<file path="config.mk">
export PLATFORM = sky130hd
export DESIGN_NAME = game_ctrl
export DESIGN_NICKNAME = d
export VERILOG_FILES = /design/src/rtl/game_pkg.sv /design/src/rtl/bcd_counter4.sv /design/src/rtl/game_ctrl.sv
export SDC_FILE = /design/constraint.sdc
export NUM_CORES = 1
export LEC_CHECK = 0
export CAP_MARGIN = 20
export CORE_ASPECT_RATIO = 0.5
export CORE_MARGIN = 1.5
export CORE_UTILIZATION = 45
export CTS_CLUSTER_DIAMETER = 150
export DETAILED_ROUTE_END_ITERATION = 12
export GPL_TIMING_DRIVEN = 0
export MAX_ROUTING_LAYER = met4
export PLACE_DENSITY = 0.71
export SETUP_SLACK_MARGIN = 0.2
export SLEW_MARGIN = 5
export SYNTH_ARGS = -nofsm -noshare
export SYNTH_HDL_FRONTEND = slang
export SYNTH_SLANG_ARGS = --single-unit
</file>
<file path="constraint.sdc">
create_clock -name CLK -period 2.8 [get_ports CLK]
set_input_delay 0.28 -clock CLK [delete_from_list [all_inputs] [get_ports CLK]]
set_output_delay 0.28 -clock CLK [all_outputs]
set_load 0.1 [all_outputs]
</file>
<file path="src/rtl/game_pkg.sv">
// rtl/game_pkg.sv - shared types and widths for the dinosaur game sequencer
// Contents:
//   state_e  : game state encoding (IDLE / RUN / GAME_OVER)
//   DIGIT_W  : bits per BCD digit
//   DIGITS   : number of BCD score digits
//   SCORE_W  : total score width
//   SPEED_W  : speed level width
package game_pkg;

  typedef enum logic [1:0] {
    IDLE      = 2'd0,
    RUN       = 2'd1,
    GAME_OVER = 2'd2
  } state_e;

  localparam int DIGIT_W = 4;
  localparam int DIGITS  = 4;
  localparam int SCORE_W = DIGIT_W * DIGITS;
  localparam int SPEED_W = 3;

endpackage

</file>
<file path="src/rtl/bcd_counter4.sv">
// rtl/bcd_counter4.sv - 4-digit BCD incrementer, saturating at 9999
// Ports:
//   clk_i   : clock
//   rst_i   : synchronous active-high reset
//   clr_i   : synchronous clear (wins over inc_i)
//   inc_i   : add one when not saturated
//   value_o : BCD value, digit 3 most significant
//   sat_o   : 1 when value_o is 9999
module bcd_counter4
  import game_pkg::*;
(
  input  logic               clk_i,
  input  logic               rst_i,
  input  logic               clr_i,
  input  logic               inc_i,
  output logic [SCORE_W-1:0] value_o,
  output logic               sat_o
);

  logic [SCORE_W-1:0] value_q, value_d;
  logic               carry;

  assign sat_o   = (value_q == {DIGITS{DIGIT_W'(9)}});
  assign value_o = value_q;

  // Ripple the increment from the least significant digit; a digit at 9
  // wraps to 0 and passes the carry on.
  always_comb begin
    value_d = value_q;
    carry   = inc_i & ~sat_o;
    for (int i = 0; i < DIGITS; i++) begin
      if (carry) begin
        if (value_q[i*DIGIT_W +: DIGIT_W] == DIGIT_W'(9)) begin
          value_d[i*DIGIT_W +: DIGIT_W] = '0;
        end else begin
          value_d[i*DIGIT_W +: DIGIT_W] = value_q[i*DIGIT_W +: DIGIT_W] + DIGIT_W'(1);
          carry = 1'b0;
        end
      end
    end
    if (clr_i) begin
      value_d = '0;
    end
  end

  always_ff @(posedge clk_i) begin
    if (rst_i) begin
      value_q <= '0;
    end else begin
      value_q <= value_d;
    end
  end

endmodule

</file>
<file path="src/rtl/game_ctrl.sv">
// rtl/game_ctrl.sv - dinosaur game sequencer: frame tick, FSM, collision, score, speed
// Optional feature macro: HISCORE_EN (adds hiscore output and register)
// Ports:
//   CLK, RESET   : clock, synchronous active-high reset
//   fresh        : VGA frame signal, falling edge = frame boundary
//   button_jump  : raw asynchronous jump/start button
//   dino_px      : dinosaur sprite pixel
//   obst_px      : obstacle sprite pixel
//   game_status  : 1 while running
//   game_over    : 1 while in GAME_OVER
//   jump_req     : jump request, held until the second frame tick after setting
//   frame_tick   : one-CLK pulse per frame
//   score        : 4-digit BCD score
//   speed_level  : obstacle speed level 0..SPEED_MAX
//   hiscore      : best BCD score since RESET (HISCORE_EN only)
module game_ctrl
  import game_pkg::*;
#(
  parameter int SCORE_DIV  = 6,
  parameter int SPEED_STEP = 100,
  parameter int SPEED_MAX  = 7,
  parameter int HOLDOFF    = 60
) (
  input  logic               CLK,
  input  logic               RESET,
  input  logic               fresh,
  input  logic               button_jump,
  input  logic               dino_px,
  input  logic               obst_px,
  output logic               game_status,
  output logic               game_over,
  output logic               jump_req,
  output logic               frame_tick,
  output logic [SCORE_W-1:0] score,
`ifdef HISCORE_EN
  output logic [SCORE_W-1:0] hiscore,
`endif
  output logic [SPEED_W-1:0] speed_level
);

  localparam int FRAME_W = $clog2(SCORE_DIV + 1);
  localparam int STEP_W  = $clog2(SPEED_STEP + 1);
  localparam int HOLD_W  = $clog2(HOLDOFF + 1);

  state_e              state_q, state_d;
  logic                fresh_q, frame_tick_q;
  logic                btn_meta_q, btn_sync_q, btn_prev_q;
  logic                btn_rise;
  logic                jump_req_q, jump_seen_q;
  logic                hit_q;
  logic [FRAME_W-1:0]  frame_cnt_q;
  logic [STEP_W-1:0]   step_cnt_q;
  logic [SPEED_W-1:0]  speed_q;
  logic [HOLD_W-1:0]   holdoff_q;
  logic                start_run, enter_over, score_step, score_sat;

  assign btn_rise    = btn_sync_q & ~btn_prev_q;
  assign game_status = (state_q == RUN);
  assign game_over   = (state_q == GAME_OVER);
  assign jump_req    = jump_req_q;
  assign frame_tick  = frame_tick_q;
  assign speed_level = speed_q;

  always_ff @(posedge CLK) begin
    if (RESET) begin
      state_q <= IDLE;
    end else begin
      state_q <= state_d;
    end
  end

  always_comb begin
    state_d    = state_q;
    start_run  = 1'b0;
    enter_over = 1'b0;
    score_step = 1'b0;
    case (state_q)
      IDLE: begin
        if (btn_rise) begin
          state_d   = RUN;
          start_run = 1'b1;
        end
      end
      RUN: begin
        // A collision latched during the frame beats that frame's score step.
        if (frame_tick_q) begin
          if (hit_q) begin
            state_d    = GAME_OVER;
            enter_over = 1'b1;
          end else if (frame_cnt_q == FRAME_W'(SCORE_DIV - 1)) begin
            score_step = 1'b1;
          end
        end
      end
      GAME_OVER: begin
        if (btn_rise && holdoff_q == HOLD_W'(HOLDOFF)) begin
          state_d   = RUN;
          start_run = 1'b1;
        end
      end
      default: state_d = IDLE;
    endcase
  end

  always_ff @(posedge CLK) begin
    if (RESET) begin
      fresh_q      <= 1'b0;
      frame_tick_q <= 1'b0;
      btn_meta_q   <= 1'b0;
      btn_sync_q   <= 1'b0;
      btn_prev_q   <= 1'b0;
      jump_req_q   <= 1'b0;
      jump_seen_q  <= 1'b0;
      hit_q        <= 1'b0;
      frame_cnt_q  <= '0;
      step_cnt_q   <= '0;
      speed_q      <= '0;
      holdoff_q    <= '0;
    end else begin
      fresh_q      <= fresh;
      frame_tick_q <= fresh_q & ~fresh;
      btn_meta_q   <= button_jump;
      btn_sync_q   <= btn_meta_q;
      btn_prev_q   <= btn_sync_q;

      if (start_run) begin
        jump_req_q  <= 1'b0;
        jump_seen_q <= 1'b0;
        hit_q       <= 1'b0;
        frame_cnt_q <= '0;
        step_cnt_q  <= '0;
        speed_q     <= '0;
      end else if (state_q == RUN) begin
        if (dino_px && obst_px) begin
          hit_q <= 1'b1;
        end
        if (frame_tick_q && !hit_q) begin
          frame_cnt_q <= score_step ? '0 : frame_cnt_q + FRAME_W'(1);
        end
        // Step counter tracks score modulo SPEED_STEP; a saturated score no
        // longer advances it.
        if (score_step && !score_sat) begin
          if (step_cnt_q == STEP_W'(SPEED_STEP - 1)) begin
            step_cnt_q <= '0;
            if (speed_q != SPEED_W'(SPEED_MAX)) begin
              speed_q <= speed_q + SPEED_W'(1);
            end
          end else begin
            step_cnt_q <= step_cnt_q + STEP_W'(1);
          end
        end
        // jump_seen_q marks the first frame tick after the request was raised;
        // a tick in the same CLK as the press does not count.
        if (enter_over) begin
          jump_req_q <= 1'b0;
        end else if (!jump_req_q) begin
          if (btn_rise) begin
            jump_req_q  <= 1'b1;
            jump_seen_q <= 1'b0;
          end
        end else if (frame_tick_q) begin
          if (jump_seen_q) begin
            jump_req_q <= 1'b0;
          end else begin
            jump_seen_q <= 1'b1;
          end
        end
      end

      if (enter_over) begin
        holdoff_q <= '0;
      end else if (state_q == GAME_OVER && frame_tick_q && holdoff_q != HOLD_W'(HOLDOFF)) begin
        holdoff_q <= holdoff_q + HOLD_W'(1);
      end
    end
  end

  bcd_counter4 u_score (
    .clk_i   (CLK),
    .rst_i   (RESET),
    .clr_i   (start_run),
    .inc_i   (score_step),
    .value_o (score),
    .sat_o   (score_sat)
  );

`ifdef HISCORE_EN
  logic [SCORE_W-1:0] hiscore_q;

  assign hiscore = hiscore_q;

  // For valid BCD, an MSD-first digit compare equals a plain unsigned compare.
  always_ff @(posedge CLK) begin
    if (RESET) begin
      hiscore_q <= '0;
    end else if (enter_over && score > hiscore_q) begin
      hiscore_q <= score;
    end
  end
`endif

endmodule
</file>
-- Yosys cells after proc, flatten, opt, wreduce, memory -nomap -nowiden
Cells that the tools add are included.
- bits in registers: 45
- bits of input ports: 6
- output and inout bits: 23
- logic and storage cells: 101
- add/subtract/negate cells: 8
- eq/ne operators: 17
- mux-type cells: 34
- bitwise operators: 7
- reductions and logical operators: 18
- operators with widths (cell ; number):
    $mux W1 ; 22
    $add A4 B1 Y4 const B ; 4
    $eq A16 B16 Y1 const B ; 1
    $eq A4 B4 Y1 const B ; 4
    $mux W4 ; 4
    $reduce_and A4 Y1 ; 3
    $mux W2 ; 4
    $add A7 B1 Y7 const B ; 1
    $eq A7 B7 Y1 const B ; 1
    $mux W7 ; 1
    $add A3 B1 Y3 const B ; 2
    $add A6 B1 Y6 const B ; 1
    $eq A6 B6 Y1 const B ; 1
    $logic_and A1 B1 Y1 ; 6
    $ne A2 B1 Y1 const B ; 3
    $ne A6 B6 Y1 const B ; 1
    $pmux W2 S3 ; 1
    $reduce_and A2 Y1 ; 3
    $ne A2 B2 Y1 const B ; 2
    $not A1 Y1 ; 4
    $reduce_or A2 Y1 ; 2
    $and A1 B1 Y1 ; 3
    $eq A3 B3 Y1 const B ; 1
    $mux W3 ; 1
    7 further kinds ; 8

-- Logic depth before layout (Yosys ltp)
- word-level depth: 9
- mapped depth: 8
- depth with buffers taken out: 6

-- Cells and area by module
From an unflattened synthesis, not the netlist that was laid out.
- cells, all modules: 251
- area total of the unflattened synthesis: 2228.4 um^2
- by module, submodules not included (module ; instances ; cells an instance ; area an instance (um^2) ; seq. area each (um^2)):
    game_ctrl ; 1 ; 152 ; 1393.8 ; 580.6
    bcd_counter4 ; 1 ; 99 ; 834.6 ; 320.3

-- Worst setup path after synthesis
OpenSTA, ideal clock, no wires.
- path kind: reg2reg
- from: reg u_score.value_q[3] (netlist: u_score.value_o[3])
- to: reg u_score.value_q[5] (netlist: u_score.value_o[5])
- library setup time: 70 ps
- arrival time: 2433 ps
- required time: 2730 ps
- slack: 297 ps
- cell stages (with the launch flop): 5
- path buffers: 0
- period minus slack after synthesis: 2503 ps
- cells stage by stage: dfxtp_1 > or3b_1 > or4_4 > or4_1 > a21oi_1
- longest elaborated chain between the ends: 4
- elaborated cells on any way between the ends: 6
- those cells by class: 2 x eq/ne; 2 x mux; 2 x bitwise
- ends and longest elaborated chain (item ; line ; text):
    from (decl) ; bcd_counter4.sv:20 ; logic [SCORE_W-1:0] value_q, value_d;
    from (signal assigned) ; bcd_counter4.sv:50 ; value_q <= value_d;
    $eq A16 B16 Y1 ; bcd_counter4.sv:23 ; assign sat_o = (value_q == {DIGITS{DIGIT_W'(9)}});
    $not A1 Y1 ; bcd_counter4.sv:30 ; carry = inc_i & ~sat_o;
    $and A1 B1 Y1 ; bcd_counter4.sv:30 ;
    $mux W1 * ; bcd_counter4.sv:32 ; if (carry) begin
Mark *: on every way between the ends. The rest lies on a longest branch, timed or not.
A chain may end at the register's enable or synchronous reset.

-- Final worst setup path
- from: reg state_q[1]
- to: out game_over
- longest elaborated chain between the ends: 1
- ends and longest elaborated chain (item ; line ; text):
    from (decl) ; game_ctrl.sv:45 ; state_e state_q, state_d;
    from (signal assigned) ; game_ctrl.sv:68 ; state_q <= state_d;
    $eq A2 B2 Y1 ; game_ctrl.sv:59 ; assign game_over = (state_q == GAME_OVER);
    to (decl) ; game_ctrl.sv:31 ; output logic game_over,
No other way between the ends.

==> metrics <==
drt drc 0; global-route wire length before repair 8.74 mm; DR WL/cell 14.5 um; vias per std cell 5.79; Synth cell types 43; sequential area share after synthesis 0.396; CTS tree done; DP HPWL 3.83 mm; DRT Pass-1 Iters 4; max-slew violations 0; die width 103 um; Max-slew headroom 0.347; Final GP Congestion 0.844; setup TNS 0 ps; starting density of the core 0.465; Slew @ Worst Pin 977 ps; ys flop type dfxtp_1; Worst-path clk slew 80 ps; maximum vdd drop 225 uV; RSZ-0062 raised after global routing false; post-layout util 0.557; Finish-stage setup viols 0; clk sink count 45; share of layout cells above drive strength 1 0.0369; port bufs 27; I/O Pins 29; grt ovf 0; Max-Cap Viols 0; WHS 353 ps; P_sw 0.254 mW; # Post-CTS Setup Buffers 0; mean post-synth cell area 8.61 um^2; Post-Syn Area 2270 um^2; total CTS buffers 5; Critical R2R Launch holdoff_q[0]; Core Box Area 4890 um^2; Setup CP Type reg -> out; Syn-to-layout area delta 19.9%; Global Route Usage Sum 0.214; Hold Path Class in -> reg; routed vias 2,130; CP Max Fanout 6; power per cell area 407 nW/um^2; Max Buffers Root-to-Sink 2; num rows 18; initial antenna violation count 0; H-tree depth 2; Critical Path Start Type flop; Diodes inserted 0; Antenna Nets Post-Route 0; root buffer cell clkbuf_8; flops & latches, synth 45; syn nets 277; FMAX 0.419 GHz; clock latency on the worst-skew pair 300 ps; Die Ht 53.2 um; worst hold path startpoint RESET; outcome complete, no violations; Critical Path End Type output pin; Data required, critical path 2520 ps; cell internal pwr 0.855 mW; Total Die Area 5510 um^2; DR iter-0 viols 117; number of global-route vias before repair 1,921; sw frac 0.229; Comb power frac 0.046; Syn Inst Count 264; CP startpoint state_q[1]; commonest non-fill, non-tap cell in the layout dfxtp_1; commonest cells after routing, fill and taps aside dfxtp_1, clkdlybuf4s50_1, a21oi_1, nand2_1, nor2_1; final net count 311; largest net degree at the start of global routing 13; Clock power frac 0.371; worst-path cell chain nor2b_1, clkdlybuf4s50_1; Final Skew 5.44 ps; Pleak 0.894 nW; final hold violation count 0; CP max-delay cell clkdlybuf4s50_1; Final period util 0.852; Critical Path AT 2110 ps; sequential power share 0.584; final wirelength 5.33 mm; Syn. warnings 0; Synth async-reset ratio 0; EDFF count, synth 0; crit-path max cell delay 1170 ps; minimum clock period 2390 ps; Tot Pwr 1.11 mW
registers in the layout, indices dropped and copies added, names as in the netlist, 2 cells and up:
name	cells
step_cnt_q	7
u_score.value_o	16
frame_cnt_q	3
holdoff_q	6
speed_level	3
state_q	2
area by class of cell:
class,instances,area [um^2]
plain buffers,12,47.5
fillers,450,2160
well taps,70,87.6
flip-flops and latches,45,901
multi-input cells,196,1290
repair buffers,27,273
clock buffers,7,86.3
inverters,11,41.3
through the flow:
| step | cell area [um^2] | setup slack [ps] | instances |
|---|---|---|---|
| 2_1_floorplan | 2270 | 297 | 264 |
| 3_3_place_gp | 2630 | 362 | 361 |
| 3_5_place_dp | 2630 | 307 | 361 |
| 4_1_cts | 2720 | 230 | 368 |
| 5_1_grt | 2720 | 317 | 368 |
| 6_report | 2720 | 413 | 368 |
per-layer routing:
metal | vias to the layer above | part of all wire | GRT usage
met4 | 0 | 0.011 | 0.0923
li1 | 1060 | - | -
met5 | - | 0 | -
met1 | 1012 | 0.46 | 0.266
met3 | 7 | 0.049 | 0.0449
met2 | 51 | 0.48 | 0.342
power groups by stage:
stage	combinational, mW	sequential, mW	clock (mW)
2_1_floorplan	0.0288	0.665	0
6_report	0.0505	0.647	0.411
4_1_cts	0.0503	0.647	0.419
3_3_place_gp	0.0494	0.662	0
5_1_grt	0.0550	0.648	0.445
3_5_place_dp	0.0502	0.663	0
critical path: cells and delay by family, from the launching register on:
family                 cells  cell delay (ps)
and+or+nand+nor            1              230
DFF                        1              400
buffers and inverters      1             1170
worst paths after layout:
kind,endpoint,slack [ps],depth (start not counted)
hold reg to reg,btn_sync_q,450,1
hold / removal,fresh_q,350,2
setup reg to reg,step_cnt_q[5],530,8
setup / recovery,game_over,410,2
Yosys cell counts, drive strengths merged, types with 7 or more instances:
cell type  instances  area (um^2)
a21oi             24          120
clkbuf             9         33.8
ha                 7         87.6
nand2             23         86.3
o31ai              9         67.6
inv               11         41.3
dfxtp             45          901
nand4             10         62.6
nor2b              8         50.1
nor2              13         48.8
o21ai             10         50.1
or4                7         56.3
nand3             11         55.1
cells by family after synthesis:
| kind of cell | after synthesis | synth area share |
|---|---|---|
| flops | 45 | 0.396 |
| buf+inv | 23 | 0.0391 |
| fa+ha+maj | 7 | 0.0385 |
| xor+xnor | 7 | 0.0270 |
| simple gates | 113 | 0.301 |
| mux | 6 | 0.0264 |
| compound gates | 63 | 0.171 |
repair_timing:
action | CTS | global route
gates resized for setup | 0 | 2
setup endpoints to repair | 0 | 9
hold buffers | 0 | 0
(Power assumes the default switching activity.)
